$ cat src/rtl/uart_pkg.sv
// UART shared package: frame constants and FSM state encodings
// used by both the receive and transmit paths.
package uart_pkg;

  localparam int c_DATA_BITS = 8;
  localparam int c_CLKS_PER_BIT_DEFAULT = 217;

  typedef enum logic [2:0] {
    ST_IDLE,
    ST_START,
    ST_DATA,
    ST_PARITY,
    ST_STOP,
    ST_BREAK
  } uart_state_t;

  function automatic logic even_parity(
    input logic [c_DATA_BITS-1:0] d
  );
    return ^d;
  endfunction

endpackage

$ cat src/rtl/sync_2ff.sv
// Generic two-flop synchronizer for asynchronous single-bit inputs
// (serial lines, switches); synchronous active-high reset.
module sync_2ff #(
  parameter logic RST_VAL = 1'b0
) (
  input  logic clk,
  input  logic rst,
  input  logic d,
  output logic q
);

  logic meta;

  always_ff @(posedge clk) begin
    if (rst) begin
      meta <= RST_VAL;
      q    <= RST_VAL;
    end else begin
      meta <= d;
      q    <= meta;
    end
  end

endmodule

$ cat src/rtl/uart_receiver.sv
// UART receiver, 8N1 LSB first; 8E1 with o_Parity_Err when
// UART_RX_PARITY_EN is defined.
module uart_receiver
  import uart_pkg::*;
#(
  parameter int c_CLKS_PER_BIT = c_CLKS_PER_BIT_DEFAULT
) (
  input  logic       i_Clk,
  input  logic       i_Rst,
  input  logic       i_RX_Serial,
  output logic       o_RX_DV,
  output logic [7:0] o_RX_Byte,
  output logic       o_Frame_Err,
`ifdef UART_RX_PARITY_EN
  output logic       o_Parity_Err,
`endif
  output logic       o_Busy
);

  localparam int CW = $clog2(c_CLKS_PER_BIT);
  localparam logic [CW-1:0] c_MID  = CW'((c_CLKS_PER_BIT - 1) / 2);
  localparam logic [CW-1:0] c_LAST = CW'(c_CLKS_PER_BIT - 1);

  uart_state_t              state;
  logic [CW-1:0]            cnt;
  logic [2:0]               idx;
  logic [c_DATA_BITS-1:0]   data;
  logic                     armed;
  logic                     rx_s;
  logic                     start_det;
`ifdef UART_RX_PARITY_EN
  logic                     par_bad;
`endif

  // Reset low so a line held low through reset never looks idle.
  sync_2ff #(
    .RST_VAL (1'b0)
  ) u_sync (
    .clk (i_Clk),
    .rst (i_Rst),
    .d   (i_RX_Serial),
    .q   (rx_s)
  );

  assign start_det = (state == ST_IDLE) && armed && !rx_s;

  always_ff @(posedge i_Clk) begin
    if (i_Rst) begin
      state        <= ST_IDLE;
      cnt          <= '0;
      idx          <= '0;
      data         <= '0;
      armed        <= 1'b0;
      o_RX_DV      <= 1'b0;
      o_RX_Byte    <= '0;
      o_Frame_Err  <= 1'b0;
      o_Busy       <= 1'b0;
`ifdef UART_RX_PARITY_EN
      par_bad      <= 1'b0;
      o_Parity_Err <= 1'b0;
`endif
    end else begin
      o_RX_DV     <= 1'b0;
      o_Frame_Err <= 1'b0;
`ifdef UART_RX_PARITY_EN
      o_Parity_Err <= 1'b0;
`endif
      armed  <= armed | rx_s;
      // Lags the state by one cycle but rises with the start edge,
      // so back-to-back frames show at most one idle cycle.
      o_Busy <= (state != ST_IDLE) || start_det;
      cnt    <= cnt + CW'(1);
      unique case (state)
        ST_IDLE: begin
          cnt <= '0;
          if (start_det) state <= ST_START;
        end
        ST_START: begin
          if (cnt == c_MID) begin
            cnt   <= '0;
            idx   <= '0;
            state <= rx_s ? ST_IDLE : ST_DATA;
          end
        end
        ST_DATA: begin
          if (cnt == c_LAST) begin
            cnt       <= '0;
            data[idx] <= rx_s;
            idx       <= idx + 3'd1;
            if (idx == 3'd7) begin
`ifdef UART_RX_PARITY_EN
              state <= ST_PARITY;
`else
              state <= ST_STOP;
`endif
            end
          end
        end
        ST_PARITY: begin
          if (cnt == c_LAST) begin
            cnt   <= '0;
`ifdef UART_RX_PARITY_EN
            par_bad <= (rx_s != even_parity(data));
`endif
            state <= ST_STOP;
          end
        end
        ST_STOP: begin
          if (cnt == c_LAST) begin
            cnt <= '0;
`ifdef UART_RX_PARITY_EN
            o_Parity_Err <= par_bad;
`endif
            if (rx_s) begin
              o_RX_Byte <= data;
              o_RX_DV   <= 1'b1;
              state     <= ST_IDLE;
            end else begin
              o_Frame_Err <= 1'b1;
              state       <= ST_BREAK;
            end
          end
        end
        ST_BREAK: begin
          cnt <= '0;
          if (rx_s) state <= ST_IDLE;
        end
        default: begin
          cnt   <= '0;
          state <= ST_IDLE;
        end
      endcase
    end
  end

endmodule

$ cat config.mk
export PLATFORM = sky130hd
export DESIGN_NAME = uart_receiver
export DESIGN_NICKNAME = d
export VERILOG_FILES = /design/src/rtl/uart_pkg.sv /design/src/rtl/sync_2ff.sv /design/src/rtl/uart_receiver.sv
export SDC_FILE = /design/constraint.sdc
export NUM_CORES = 1
export LEC_CHECK = 0
export ABC_AREA = 1
export CORE_UTILIZATION = 48
export DETAILED_ROUTE_END_ITERATION = 10
export GPL_ROUTABILITY_DRIVEN = 0
export HOLD_SLACK_MARGIN = 0.12
export PLACE_DENSITY_LB_ADDON = 0.05
export SLEW_MARGIN = 5
export SYNTH_ARGS = -nofsm -noshare
export SYNTH_HDL_FRONTEND = slang
export SYNTH_SLANG_ARGS = --single-unit
$ cat constraint.sdc
create_clock -name i_Clk -period 3.5 [get_ports i_Clk]
set_input_delay 0.7 -clock i_Clk [delete_from_list [all_inputs] [get_ports i_Clk]]
set_output_delay 0.7 -clock i_Clk [all_outputs]
set_load 0.1 [all_outputs]
==> flow_summary.html, run 1 <==
<table>
<tr><th>Metric</th><th>Value</th></tr>
<tr><th colspan="2">Routing</th></tr>
<tr><td>Initial DRT Pass Iterations</td><td>4</td></tr>
<tr><td>Routed wirelength normalized by instance count</td><td>10.9 um</td></tr>
<tr><td>Number of DRC violations after detailed routing</td><td>0</td></tr>
<tr><td>Number of violations reported at the end of detailed-routing iteration 0</td><td>between 100 and 150</td></tr>
<tr><td>Post-route ant nets</td><td>0</td></tr>
<tr><td>WL final</td><td>3130 um</td></tr>
<tr><td>DR vias</td><td>1411</td></tr>
<tr><td>Avg Vias per Cell</td><td>around 4.9</td></tr>
<tr><th colspan="2">GRT</th></tr>
<tr><td>Initial antenna violation count</td><td>0</td></tr>
<tr><td>Pin count of the biggest net entering global routing</td><td>21</td></tr>
<tr><td>First-pass GRT wire length</td><td>5420 um</td></tr>
<tr><td>GRT overflow</td><td>0</td></tr>
<tr><td>All-layer global routing usage</td><td>approximately a fifth</td></tr>
<tr><td>Via count of the first global-routing pass</td><td>between 1000 and 1500</td></tr>
<tr><th colspan="2">STA</th></tr>
<tr><td>Number of hold violations in the final report</td><td>0</td></tr>
<tr><td>Setup total negative slack</td><td>0 ps</td></tr>
<tr><td>Period Utilization, post-route</td><td>71.8%</td></tr>
<tr><td>Worst rel slew slack</td><td>33.6%</td></tr>
<tr><td>Count of final max-slew check failures</td><td>0</td></tr>
<tr><td>Number of failing setup endpoints in the final timing report</td><td>0</td></tr>
<tr><td>Largest clock skew in the final design</td><td>5.96 ps</td></tr>
<tr><td>Fin crit period</td><td>2510 ps</td></tr>
<tr><td>Worst setup slack after layout</td><td>987 ps</td></tr>
<tr><td>Highest attainable clock frequency</td><td>just under 400 MHz</td></tr>
<tr><td>Least-Margin Pin Slew</td><td>993 ps</td></tr>
<tr><td>Unrepaired setup endpoints after global routing</td><td>no</td></tr>
<tr><th colspan="2">CTS</th></tr>
<tr><td>Maximum count of clock buffers along a single path</td><td>2</td></tr>
<tr><td>Worst-path clk slew</td><td>100 ps</td></tr>
<tr><td>Count of buffers added by post-CTS timing repair for setup</td><td>0</td></tr>
<tr><td>TritonCTS clock tree</td><td>done</td></tr>
<tr><td>Number of hold buffers added after CTS</td><td>0</td></tr>
<tr><td>Post-cts sizing count</td><td>0</td></tr>
<tr><td>H-tree depth</td><td>2</td></tr>
<tr><td>Clock insertion delay at the later pin of the skew report</td><td>330 ps</td></tr>
<tr><td>Clk sink count</td><td>36</td></tr>
<tr><td>CTS buffer count</td><td>5</td></tr>
<tr><td>Root Buffer</td><td>sky130_fd_sc_hd__clkbuf_4</td></tr>
<tr><th colspan="2">Power and ir drop</th></tr>
<tr><td>Standby leakage power</td><td>0.797 nW</td></tr>
<tr><td>Power per standard cell area</td><td>roughly 600 nW/um2</td></tr>
<tr><td>Worst voltage drop across the vdd grid</td><td>about 0.3 mV</td></tr>
<tr><th colspan="2">Finish</th></tr>
<tr><td>Fill cell instance count of the final layout</td><td>307</td></tr>
<tr><td>Total area of sequential cells</td><td>721 um2</td></tr>
<tr><td>Area added between synthesis and finish</td><td>12.7%</td></tr>
<tr><td>Antenna Diode Count</td><td>0</td></tr>
<tr><td>Most frequent cells in the layout</td><td>54 x sky130_fd_sc_hd__nor2_1, 48 x sky130_fd_sc_hd__nand2_1, 36 x sky130_fd_sc_hd__dfxtp_1</td></tr>
<tr><td>Nets</td><td>251</td></tr>
<tr><td>Most common cell after layout, fill and taps aside</td><td>sky130_fd_sc_hd__nor2_1</td></tr>
<tr><td>Area taken by multi-input logic gates</td><td>just over 800 um2</td></tr>
<tr><td>Share of final-layout standard cells stronger than drive strength 1</td><td>9.84%</td></tr>
<tr><th colspan="2">Die</th></tr>
<tr><td>Die ar.</td><td>3670 um2</td></tr>
<tr><td>IO Count</td><td>14</td></tr>
<tr><td>Die Height</td><td>60.6 um</td></tr>
<tr><td>Effective utilization at floorplan</td><td>52.3%</td></tr>
<tr><td>Die width</td><td>between 60 and 70 um</td></tr>
<tr><td>Row cnt</td><td>20</td></tr>
<tr><td>Placeable core region</td><td>around 3200 um2</td></tr>
<tr><th colspan="2">Setup path</th></tr>
<tr><td>Path type of the worst setup path</td><td>reg2out</td></tr>
<tr><td>Worst endpoint required time</td><td>approximately 2800 ps</td></tr>
<tr><td>Data arrival time of the critical path</td><td>1810 ps</td></tr>
<tr><td>Kind of cell adding the most delay to the critical path</td><td>buffers and inverters</td></tr>
<tr><td>CP Buf/Inv Count</td><td>1</td></tr>
<tr><td>Crit-path cells</td><td>clkdlybuf4s50_1</td></tr>
<tr><td>Startpoint type of the worst setup path</td><td>flop</td></tr>
<tr><td>CP endpoint kind</td><td>primary output</td></tr>
<tr><td>Critical Path Slowest Stage Cell</td><td>sky130_fd_sc_hd__clkdlybuf4s50_1</td></tr>
<tr><td>Critical Path Fanout Max</td><td>2</td></tr>
<tr><td>Worst stage delay on the critical path</td><td>around 1100 ps</td></tr>
<tr><th colspan="2">Placement</th></tr>
<tr><td>Count of input and output buffers</td><td>13</td></tr>
<tr><td>Post-Place Worst Slack</td><td>1190 ps</td></tr>
<tr><td>DP HPWL</td><td>2360 um</td></tr>
<tr><th colspan="2">Flow run</th></tr>
<tr><td>Number of maximum-capacitance violations</td><td>0</td></tr>
<tr><th colspan="2">Yosys</th></tr>
<tr><td>Avg Inst Size Synth</td><td>7.20 um2</td></tr>
<tr><td>Instance count of the mapped netlist</td><td>approximately 230</td></tr>
<tr><td>FF+latch count, synth</td><td>36</td></tr>
<tr><td>Number of warnings printed during yosys synthesis</td><td>0</td></tr>
<tr><td>Unique cell type count in the Yosys netlist</td><td>25</td></tr>
<tr><td>Synthesized cell area</td><td>1650 um2</td></tr>
<tr><td>Syn_nets</td><td>approximately 240</td></tr>
<tr><td>Share of synthesized area occupied by flip-flops and latches</td><td>43.7%</td></tr>
<tr><th colspan="2">Run status</th></tr>
<tr><td>Run status</td><td>finished, final reports clean</td></tr>
<tr><th colspan="2">Worst hold path</th></tr>
<tr><td>Tightest Hold Check Type</td><td>reg2reg</td></tr>
</table>
-- state kept, by name, summed over array words and instances, names as in the netlist, 3 cells and up --
signal	flops
cnt	8
data	8
o_RX_Byte	8
idx	3
state	3
-- stage by stage --
stage / util (%) / power [mW] / std cells / hold slack, ps / instance area [um2]
after CTS: 59.0 / 1.12 / 288 / 419 / 1860
after global routing: 59.0 / 1.20 / 288 / 452 / 1860
after floorplan: - / 0.839 / 229 / 388 / 1650
final: 59.0 / 1.11 / 288 / 416 / 1860
after detailed placement: 57.5 / 0.915 / 281 / 403 / 1810
after global placement: 57.5 / 0.905 / 281 / 404 / 1810
-- kinds of logic (layout without fill, tap and decap cells) --
| group | count (synthesis) | count (layout) | share of synthesized area [%] |
|---|---|---|---|
| buffers and inverters | 31 | 46 | 7.21 |
| DFF | 36 | 36 | 43.7 |
| and+or+nand+nor | 133 | 133 | 36.5 |
| adders and majority gates | 4 | 4 | 3.04 |
| AOI/OAI and AO/OA | 20 | 20 | 6.90 |
| xor gates and xnor gates | 5 | 5 | 2.66 |
-- where the power goes --
part           internal, mW  switching (mW)
registers             0.447          0.0542
logic                 0.132           0.279
clock network        0.0740           0.127
-- cells in the mapped netlist (all sizes together) --
master   n  share of area (%)
o211ai   1               0.76
nor3     4                1.9
buf      2               0.61
o21ai   10                3.0
xnor2    2                1.1
ha       4                3.0
dfxtp   36                 44
nor2    60                 15
nand4    7                3.0
xor2     3                1.6
nand3   12                5.0
clkbuf   3               0.68
a21oi    8                2.4
nand2   50                 12
o21bai   1               0.68
inv     26                5.9
-- final cells by class --
class	instances	share of cell area, %
Multi-Input combinational cell	162	43.5
Tap cell	44	2.96
Clock inverter	1	0.269
Timing Repair Buffer	13	7.00
Sequential cell	36	38.8
Inverter	26	5.25
Clock buffer	6	2.22
-- routing by layer --
| metal | wire, um | global-route usage (%) | vias to the layer above |
|---|---|---|---|
| met5 | 0 | 0 | - |
| met4 | 55 | 8.12 | 0 |
| met3 | 161 | 5.97 | 7 |
| met2 | 1280 | 28.4 | 37 |
| met1 | 1640 | 28.7 | 624 |
| li1 | - | - | 743 |
-- path summary, 6_finish.rpt --
kind / start / endpoint / slack, ps / cells past startpoint
worst max-delay path: o_RX_Byte[1]$_SDFFE_PP0P_ / o_RX_Byte[1] / 990 / 1
worst min-delay path: u_sync.meta$_SDFF_PP0_ / u_sync.q$_SDFF_PP0_ / 420 / 2
worst max register to register: cnt[0]$_SDFF_PP0_ / cnt[3]$_SDFF_PP0_ / 1920 / 9
worst min register to register: u_sync.meta$_SDFF_PP0_ / u_sync.q$_SDFF_PP0_ / 420 / 2
No activity file was read; power rests on OpenSTA's default activity.
==> run 2: changes to the inputs <==
==> constraint.sdc (replaced) <==
create_clock -name i_Clk -period 2 [get_ports i_Clk]
set_input_delay 0.4 -clock i_Clk [delete_from_list [all_inputs] [get_ports i_Clk]]
set_output_delay 0.4 -clock i_Clk [all_outputs]
set_load 0.1 [all_outputs]
==> run 2 against run 1 <==
Net effect: global-route usage fell by 0.64 points; clock skew rose by 2.0 ps; flip-flop and latch count did not move; wire length fell by 2.3%; sequential power rose by 75%; total power rose by 80%; via count did not move; critical path depth rose by 8; first-iteration DRC count fell by 15%; critical endpoint is now cnt[7]$_SDFF_PP0_; non-clock buffer count rose by 4; final cell count rose by 1.7%; highest routed layer unchanged.
==> flow_summary.html, run 2 (synthesized netlist as in run 1, its figures left out) <==
<table>
<tr><th>Metric</th><th>Value</th></tr>
<tr><th colspan="2">Run status</th></tr>
<tr><td>Run status</td><td>finished, final reports clean</td></tr>
<tr><th colspan="2">STA</th></tr>
<tr><td>Fin crit period</td><td>1580 ps</td></tr>
<tr><td>Largest clock skew in the final design</td><td>7.92 ps (+1.96 ps)</td></tr>
<tr><td>Highest attainable clock frequency</td><td>633 MHz</td></tr>
<tr><td>Worst rel slew slack</td><td>73.5% (+40 points)</td></tr>
<tr><td>Number of failing setup endpoints in the final timing report</td><td>0 (unchanged)</td></tr>
<tr><td>Least-Margin Pin Slew</td><td>396 ps (-597 ps)</td></tr>
<tr><td>Number of hold violations in the final report</td><td>0 (unchanged)</td></tr>
<tr><td>Count of final max-slew check failures</td><td>0 (unchanged)</td></tr>
<tr><td>Setup total negative slack</td><td>0 ps (unchanged)</td></tr>
<tr><td>Unrepaired setup endpoints after global routing</td><td>no</td></tr>
<tr><td>Period Utilization, post-route</td><td>79.0%</td></tr>
<tr><th colspan="2">CTS</th></tr>
<tr><td>Count of buffers added by post-CTS timing repair for setup</td><td>0 (unchanged)</td></tr>
<tr><td>Clk sink count</td><td>36 (unchanged)</td></tr>
<tr><td>Root Buffer</td><td>sky130_fd_sc_hd__clkbuf_4</td></tr>
<tr><td>CTS buffer count</td><td>5 (unchanged)</td></tr>
<tr><td>TritonCTS clock tree</td><td>done</td></tr>
<tr><td>Number of hold buffers added after CTS</td><td>0 (unchanged)</td></tr>
<tr><td>Maximum count of clock buffers along a single path</td><td>2 (unchanged)</td></tr>
<tr><td>Post-cts sizing count</td><td>0 (unchanged)</td></tr>
<tr><td>H-tree depth</td><td>2 (unchanged)</td></tr>
<tr><td>Worst-path clk slew</td><td>100 ps (about the same)</td></tr>
<tr><td>Clock insertion delay at the later pin of the skew report</td><td>330 ps (about the same)</td></tr>
<tr><th colspan="2">Routing</th></tr>
<tr><td>Routed wirelength normalized by instance count</td><td>10.4 um (-4.0%)</td></tr>
<tr><td>Avg Vias per Cell</td><td>4.82 (-1.7%)</td></tr>
<tr><td>Number of DRC violations after detailed routing</td><td>0 (unchanged)</td></tr>
<tr><td>WL final</td><td>3060 um (-2.3%)</td></tr>
<tr><td>Initial DRT Pass Iterations</td><td>5 (+1)</td></tr>
<tr><td>Number of violations reported at the end of detailed-routing iteration 0</td><td>87 (-15%)</td></tr>
<tr><td>Post-route ant nets</td><td>0 (unchanged)</td></tr>
<tr><td>DR vias</td><td>1411 (unchanged)</td></tr>
<tr><th colspan="2">Placement</th></tr>
<tr><td>Count of input and output buffers</td><td>13 (unchanged)</td></tr>
<tr><td>Placement Cell Area</td><td>1820 um2 (+0.14%)</td></tr>
<tr><td>DP HPWL</td><td>2360 um (about the same)</td></tr>
<tr><th colspan="2">Setup path</th></tr>
<tr><td>Worst stage delay on the critical path</td><td>340 ps (-790 ps)</td></tr>
<tr><td>Critical Path Fanout Max</td><td>8 (+6)</td></tr>
<tr><td>Path depth of the worst reg2reg path</td><td>9 (unchanged)</td></tr>
<tr><td>Critical Path Slowest Stage Cell</td><td>sky130_fd_sc_hd__dfxtp_1</td></tr>
<tr><td>CP endpoint kind</td><td>flop</td></tr>
<tr><td>Reg-to-Reg End</td><td>cnt[7]$_SDFF_PP0_</td></tr>
<tr><td>Data arrival time of the critical path</td><td>1790 ps (-20 ps)</td></tr>
<tr><td>Worst setup slack for register-to-register paths</td><td>420 ps (-1500 ps)</td></tr>
<tr><td>Critical Path Start</td><td>cnt[0]$_SDFF_PP0_</td></tr>
<tr><td>Startpoint type of the worst setup path</td><td>flop</td></tr>
<tr><td>Path type of the worst setup path</td><td>reg2reg</td></tr>
<tr><td>Crit-path cells</td><td>inv_1 -&gt; ha_1 -&gt; nand2_1 -&gt; nor2_2 -&gt; nand2_2 -&gt; nand2_1 -&gt; nand2_1 -&gt; o211ai_2 -&gt; nor2_1</td></tr>
<tr><td>Worst endpoint required time</td><td>2210 ps (-590 ps)</td></tr>
<tr><td>Worst reg2reg startpoint</td><td>cnt[0]$_SDFF_PP0_</td></tr>
<tr><td>Most common cell type on the critical path</td><td>sky130_fd_sc_hd__nand2_1</td></tr>
<tr><th colspan="2">Die</th></tr>
<tr><td>Die ar.</td><td>3670 um2 (unchanged)</td></tr>
<tr><td>Effective utilization at floorplan</td><td>52.3% (unchanged)</td></tr>
<tr><td>IO Count</td><td>14 (unchanged)</td></tr>
<tr><td>Die width</td><td>60.6 um (unchanged)</td></tr>
<tr><td>Row cnt</td><td>20 (unchanged)</td></tr>
<tr><td>Die Height</td><td>60.6 um (unchanged)</td></tr>
<tr><td>Placeable core region</td><td>3150 um2 (unchanged)</td></tr>
<tr><th colspan="2">Finish</th></tr>
<tr><td>Share of final-layout standard cells stronger than drive strength 1</td><td>16.5% (+6.6 points)</td></tr>
<tr><td>Fill cell instance count of the final layout</td><td>341 (+11%)</td></tr>
<tr><td>Total area of sequential cells</td><td>721 um2 (unchanged)</td></tr>
<tr><td>Area added between synthesis and finish</td><td>13.8%</td></tr>
<tr><td>Post-Layout Inst Area</td><td>1880 um2 (+0.94%)</td></tr>
<tr><td>Nets</td><td>255 (+1.6%)</td></tr>
<tr><td>Area taken by multi-input logic gates</td><td>810 um2 (unchanged)</td></tr>
<tr><td>Most frequent cells in the layout</td><td>54 x sky130_fd_sc_hd__nor2_1, 48 x sky130_fd_sc_hd__nand2_1, 36 x sky130_fd_sc_hd__dfxtp_1</td></tr>
<tr><td>Antenna Diode Count</td><td>0 (unchanged)</td></tr>
<tr><td>Most common cell after layout, fill and taps aside</td><td>sky130_fd_sc_hd__nor2_1</td></tr>
<tr><td>Top flop regs</td><td>cnt x8, data x8, o_RX_Byte x8</td></tr>
<tr><th colspan="2">Power and ir drop</th></tr>
<tr><td>Standby leakage power</td><td>0.849 nW (+6.5%)</td></tr>
<tr><td>Tot Pwr</td><td>2.01 mW (+80%)</td></tr>
<tr><td>Power per standard cell area</td><td>1070 nW/um2 (+78%)</td></tr>
<tr><td>Worst voltage drop across the vdd grid</td><td>0.431 mV (+43%)</td></tr>
<tr><th colspan="2">GRT</th></tr>
<tr><td>Initial antenna violation count</td><td>0 (unchanged)</td></tr>
<tr><td>All-layer global routing usage</td><td>19.5% (-0.64 points)</td></tr>
<tr><td>GRT overflow</td><td>0 (unchanged)</td></tr>
<tr><td>Pin count of the biggest net entering global routing</td><td>12 (-43%)</td></tr>
<tr><td>First-pass GRT wire length</td><td>5310 um (-2.0%)</td></tr>
<tr><td>Via count of the first global-routing pass</td><td>1264 (+1.9%)</td></tr>
<tr><th colspan="2">Worst hold path</th></tr>
<tr><td>Worst hold path cell count</td><td>2 (unchanged)</td></tr>
<tr><td>Capture endpoint of the worst hold path</td><td>u_sync.q$_SDFF_PP0_</td></tr>
<tr><td>Worst hold path startpoint</td><td>u_sync.meta$_SDFF_PP0_</td></tr>
<tr><td>Tightest Hold Check Type</td><td>reg2reg</td></tr>
<tr><th colspan="2">Flow run</th></tr>
<tr><td>Number of maximum-capacitance violations</td><td>0 (unchanged)</td></tr>
</table>
==> run 2: changes by cell type in the layout (fill, tap and decap cells not counted), sizes merged <==
cell | previous run | this run
buf | 0 | 15
clkdlybuf4s50 | 13 | 2
clkinv | 1 | 2
==> run 2: how the worst max path moves through the flow <==
stage,to,cells past startpoint
after global routing,cnt[7]$_SDFF_PP0_,9
final,cnt[7]$_SDFF_PP0_,9
after detailed placement,cnt[7]$_SDFF_PP0_,9
after global placement,cnt[7]$_SDFF_PP0_,9
after floorplan,cnt[7]$_SDFF_PP0_,9
after CTS,cnt[7]$_SDFF_PP0_,9
==> run 2: per-layer routing <==
metal | global-route usage, % | routed length [um] | vias up
li1 | - | - | 760
met1 | 26.0 | 1540 | 614
met2 | 30.6 | 1340 | 32
met3 | 5.12 | 134 | 5
met4 | 6.82 | 44 | 0
met5 | 0 | 0 | -
==> run 2: per-stage QoR <==
step	cells	hold slack, ps	util [%]	worst slack, ps
after global placement	285	391	57.6	476
after global routing	293	439	59.5	253
after floorplan	229	388	-	626
final	293	408	59.5	421
after detailed placement	285	397	57.6	449
after CTS	293	412	59.5	416
==> run 2: final cells by class <==
| class | instances | area share, % |
|---|---|---|
| Sequential cell | 36 | 38.4 |
| Clock buffer | 6 | 2.73 |
| Tap cell | 44 | 2.93 |
| Timing Repair Buffer | 17 | 7.07 |
| Clock inverter | 2 | 0.533 |
| Inverter | 26 | 5.20 |
| Multi-Input combinational cell | 162 | 43.1 |
==> run 2: critical path, delay by kind of cell (launching register included) <==
| family | cells | cell delay (ps) |
|---|---|---|
| DFF | 1 | 340 |
| buffers and inverters | 1 | 70 |
| adders and majority gates | 1 | 160 |
| and+or+nand+nor | 6 | 710 |
| AOI/OAI and AO/OA | 1 | 170 |
==> run 2: power breakdown <==
part	switching (mW)	internal, mW	total, mW
clock	0.229	0.167	0.396
combinational	0.501	0.233	0.734
sequential	0.0934	0.782	0.876
==> variant 1 (flow settings as in run 2) <==
Re-encode `uart_state_t` (6 states) as one-hot, 6 bits wide.
--- a/src/rtl/uart_pkg.sv
+++ b/src/rtl/uart_pkg.sv
@@ -7,9 +7,9 @@
 
-  typedef enum logic [2:0] {
-    ST_IDLE,
-    ST_START,
-    ST_DATA,
-    ST_PARITY,
-    ST_STOP,
-    ST_BREAK
+  typedef enum logic [5:0] {
+    ST_IDLE   = 6'b000001,
+    ST_START  = 6'b000010,
+    ST_DATA   = 6'b000100,
+    ST_PARITY = 6'b001000,
+    ST_STOP   = 6'b010000,
+    ST_BREAK  = 6'b100000
   } uart_state_t;
Behaviour: same outputs for any inputs over 10 cycles, from zero or initial values and one cycle with i_Rst high; not proved beyond that.
==> variant 1 against run 2 <==
Design area grew 11%. Cell count grew 4.4%. Worst setup slack lost 0.0069 ns. Highest routed layer unchanged. Synthesized cell count grew 4.4%. Routed wire length grew 5.9%. Area after synthesis grew 9.0%. Die area grew 8.7%. Critical path type unchanged. Sequential cell count grew 2. Sequential share of layout area shrank 1.7 points. Non-clock buffer count is the same.
Power is not compared: it rests on default switching activity, and its combinational part moved more than twofold at a synthesized area within 25%.
==> variant 1: results <==
set metrics [dict create \
    vias 1467 \
    syn_inst 239 \
    r2r_end "state[5]" \
    synthTopCellsByCount "dfxtp_1, nor2_1, nand2_1" \
    synth_cell_types 28 \
    wl_met3_um 79 \
    dr.first_iter.drc_count 86 \
    layout-drive-gt1-share_pct 18.8 \
    clock-skew-final_ns 0.00869 \
    routedWlPerCell_um 10.6 \
    reg2reg_slack_ns 0.41 \
    dp.cells 298 \
    met2_usage_pct 30.9 \
    routed_wl_mm 3.24 \
    outcome "finished clean" \
    cp_slowest_cell "dfxtp_1" \
    drt-met1-wl_mm 1.60 \
    synth_area_leaders "dfxtp_1, nor2_1, nand2_1" \
    fin_hold_ws_ns 0.407 \
    grt_pass1_vias 1342 \
    root_buffer "clkbuf_8" \
    max_stage_delay_ns 0.52 \
    first_pass_iters 4 \
    cts.reportedPaths.clkPinSlew_ns 0.08 \
    wl_met2_mm 1.50 \
    n_antenna_cell 0 \
    async_flop_share_pct 0 \
    grt_use_met3_pct 4.35 \
    tightestPinTransition_ns 0.335 \
    synth_fp_nets 246 \
    antenna_found_initial 0 \
    cts_buffer_depth 2 \
    crit_family "flip-flops" \
    clock_latency_ns 0.29 \
    grt_first_pass_wirelength_mm 5.75 \
    dp_hpwl_mm 2.41 \
    grt_max_degree 18 \
    synth_seq_area_share_pct 42.3 \
    use_met1_pct 22.4 \
    nNetsFinal 266 \
    ff2ff_path_depth 8 \
    r2r_start "idx[0]" \
    top_regs "cnt (8), data (8), o_RX_Byte (8)" \
    gr-usage-all-layers_pct 18.4 \
]
## variant 1: through the flow
stage | instance area [sq um] | worst slack [ns]
2_1_floorplan | 1800 | 0.609
3_3_place_gp | 1970 | 0.443
3_5_place_dp | 1970 | 0.448
4_1_cts | 2070 | 0.419
5_1_grt | 2070 | 0.333
6_report | 2070 | 0.414
## variant 1: cells by family after synthesis
family	synth area share [%]
xor+xnor	2.44
fa+ha+maj	2.78
compound gates	11.2
simple gates	32.3
buf+inv	8.98
flops	42.3
## variant 1: power breakdown
part | switching [uW] | total, uW | internal (uW)
Clock | 264 | 630 | 367
Combinational | 237 | 346 | 109
Sequential | 29.2 | 816 | 787
## variant 1: area by class of cell
cell class	count	area (sq um)
Fill cell	350	1390
Multi-Input combinational cell	160	876
Sequential cell	38	761
Inverter	37	139
Timing Repair Buffer	17	133
Clock buffer	5	68.8
Tap cell	46	57.6
Clock inverter	3	40.0
==> variant 2 (config.mk and constraints of run 2) <==
Without the edit above. Change the package constant `c_CLKS_PER_BIT_DEFAULT` from 217 to 434.
--- a/src/rtl/uart_pkg.sv
+++ b/src/rtl/uart_pkg.sv
@@ -5,3 +5,3 @@
   localparam int c_DATA_BITS = 8;
-  localparam int c_CLKS_PER_BIT_DEFAULT = 217;
+  localparam int c_CLKS_PER_BIT_DEFAULT = 434;
 
Behaviour: same outputs for any inputs over 10 cycles, from zero or initial values and one cycle with i_Rst high; that may be too few to reach the edited logic, so the function may still have changed.
==> variant 2 against run 2 <==
Die area is 11% higher. Design area up 10%. Critical path depth shrank 1. Count of clock-buffer cells in the layout shrank 1. Clock skew grew 0.0017 ns. Non-clock buffer count shrank 1. Sequential power increased by 2%. Routed wire length increased by 4.9%. Highest routed layer unchanged. Sequential cell count up 1. Worst setup slack improved by 0.018 ns. Area after synthesis rose by 11%. Critical endpoint is now idx[1]. Total power up 13%.
==> variant 2: results <==
set metrics [dict create \
    ir_worst_vdd_v 0.000652 \
    place_area_sq_um 1980 \
    grt_first_pass_wirelength_mm 5.80 \
    antenna_found_initial 0 \
    vias 1452 \
    root_buffer "clkbuf_8" \
    reg2reg_slack_ns 0.44 \
    netSwitchingFraction_pct 41.4 \
    worstPathMaxFanout 6 \
    period_share_pct 78.1 \
    pg_clk_uw 506 \
    wl_met3_um 135 \
    synth_fa_ha_area_share_pct 3.41 \
    synthTopCellsByCount "nor2_1, nand2_1, dfxtp_1" \
    met2_usage_pct 28.2 \
    synth_seq_area_share_pct 40.4 \
    grt_use_met3_pct 5.36 \
    p_leak_uw 0.000858 \
    fin_hold_ws_ns 0.403 \
    dp_hpwl_mm 2.38 \
    grt_pass1_vias 1325 \
    avgViaCountPerCell 4.73 \
    synth_compound_area_share_pct 6.83 \
    cp.arrival_ns 1.75 \
    ff2ff_path_depth 8 \
    use_met1_pct 24.0 \
    gr-usage-all-layers_pct 18.7 \
    fillCellCount 362 \
    max_stage_delay_ns 0.41 \
    clock-skew-final_ns 0.00963 \
    first_pass_iters 4 \
    drt-met1-wl_mm 1.62 \
    r2r_end "idx[1]" \
    grt_max_degree 13 \
    wl_met2_mm 1.36 \
    cts.reportedPaths.clkPinSlew_ns 0.07 \
    synth_area_leaders "dfxtp_1, nor2_1, nand2_1" \
    hp-start "u_sync.meta" \
    outcome "finished clean" \
    syn_avg_cell_area_sq_um 7.64 \
    maxSlewHeadroom_pct 70.4 \
    nNetsFinal 266 \
    place_ws_ns 0.418 \
    synth_xor_xnor_area_share_pct 3.34 \
    layout-drive-gt1-share_pct 22.4 \
    synth_cell_types 27 \
    p_seq_uw 895 \
    routedWlPerCell_um 10.4 \
]
variant 2: worst reg2reg max path, delay by kind of cell (launching register included):
family | cells | cell delay [ns]
adder cells (fa/ha/maj) | 1 | 0.17
flip-flops | 1 | 0.41
AO/OA/AOI/OAI | 1 | 0.27
AND/OR/NAND/NOR | 6 | 0.62
variant 2: worst max-delay path by stage:
| stage | endpoint | cells past startpoint |
|---|---|---|
| 6_report | idx[1] | 8 |
| 5_1_grt | idx[2] | 8 |
| 4_1_cts | idx[1] | 8 |
| 3_5_place_dp | data[6] | 5 |
| 3_3_place_gp | data[6] | 5 |
| 2_1_floorplan | cnt[8] | 8 |
variant 2: layout make-up:
| type | instances | area share, % |
|---|---|---|
| clock inverters | 3 | 0.847 |
| clock buffers | 5 | 3.33 |
| well taps | 48 | 2.90 |
| flip-flops and latches | 37 | 35.8 |
| multi-input cells | 173 | 46.3 |
| inverters | 25 | 4.78 |
| repair buffers | 16 | 6.05 |
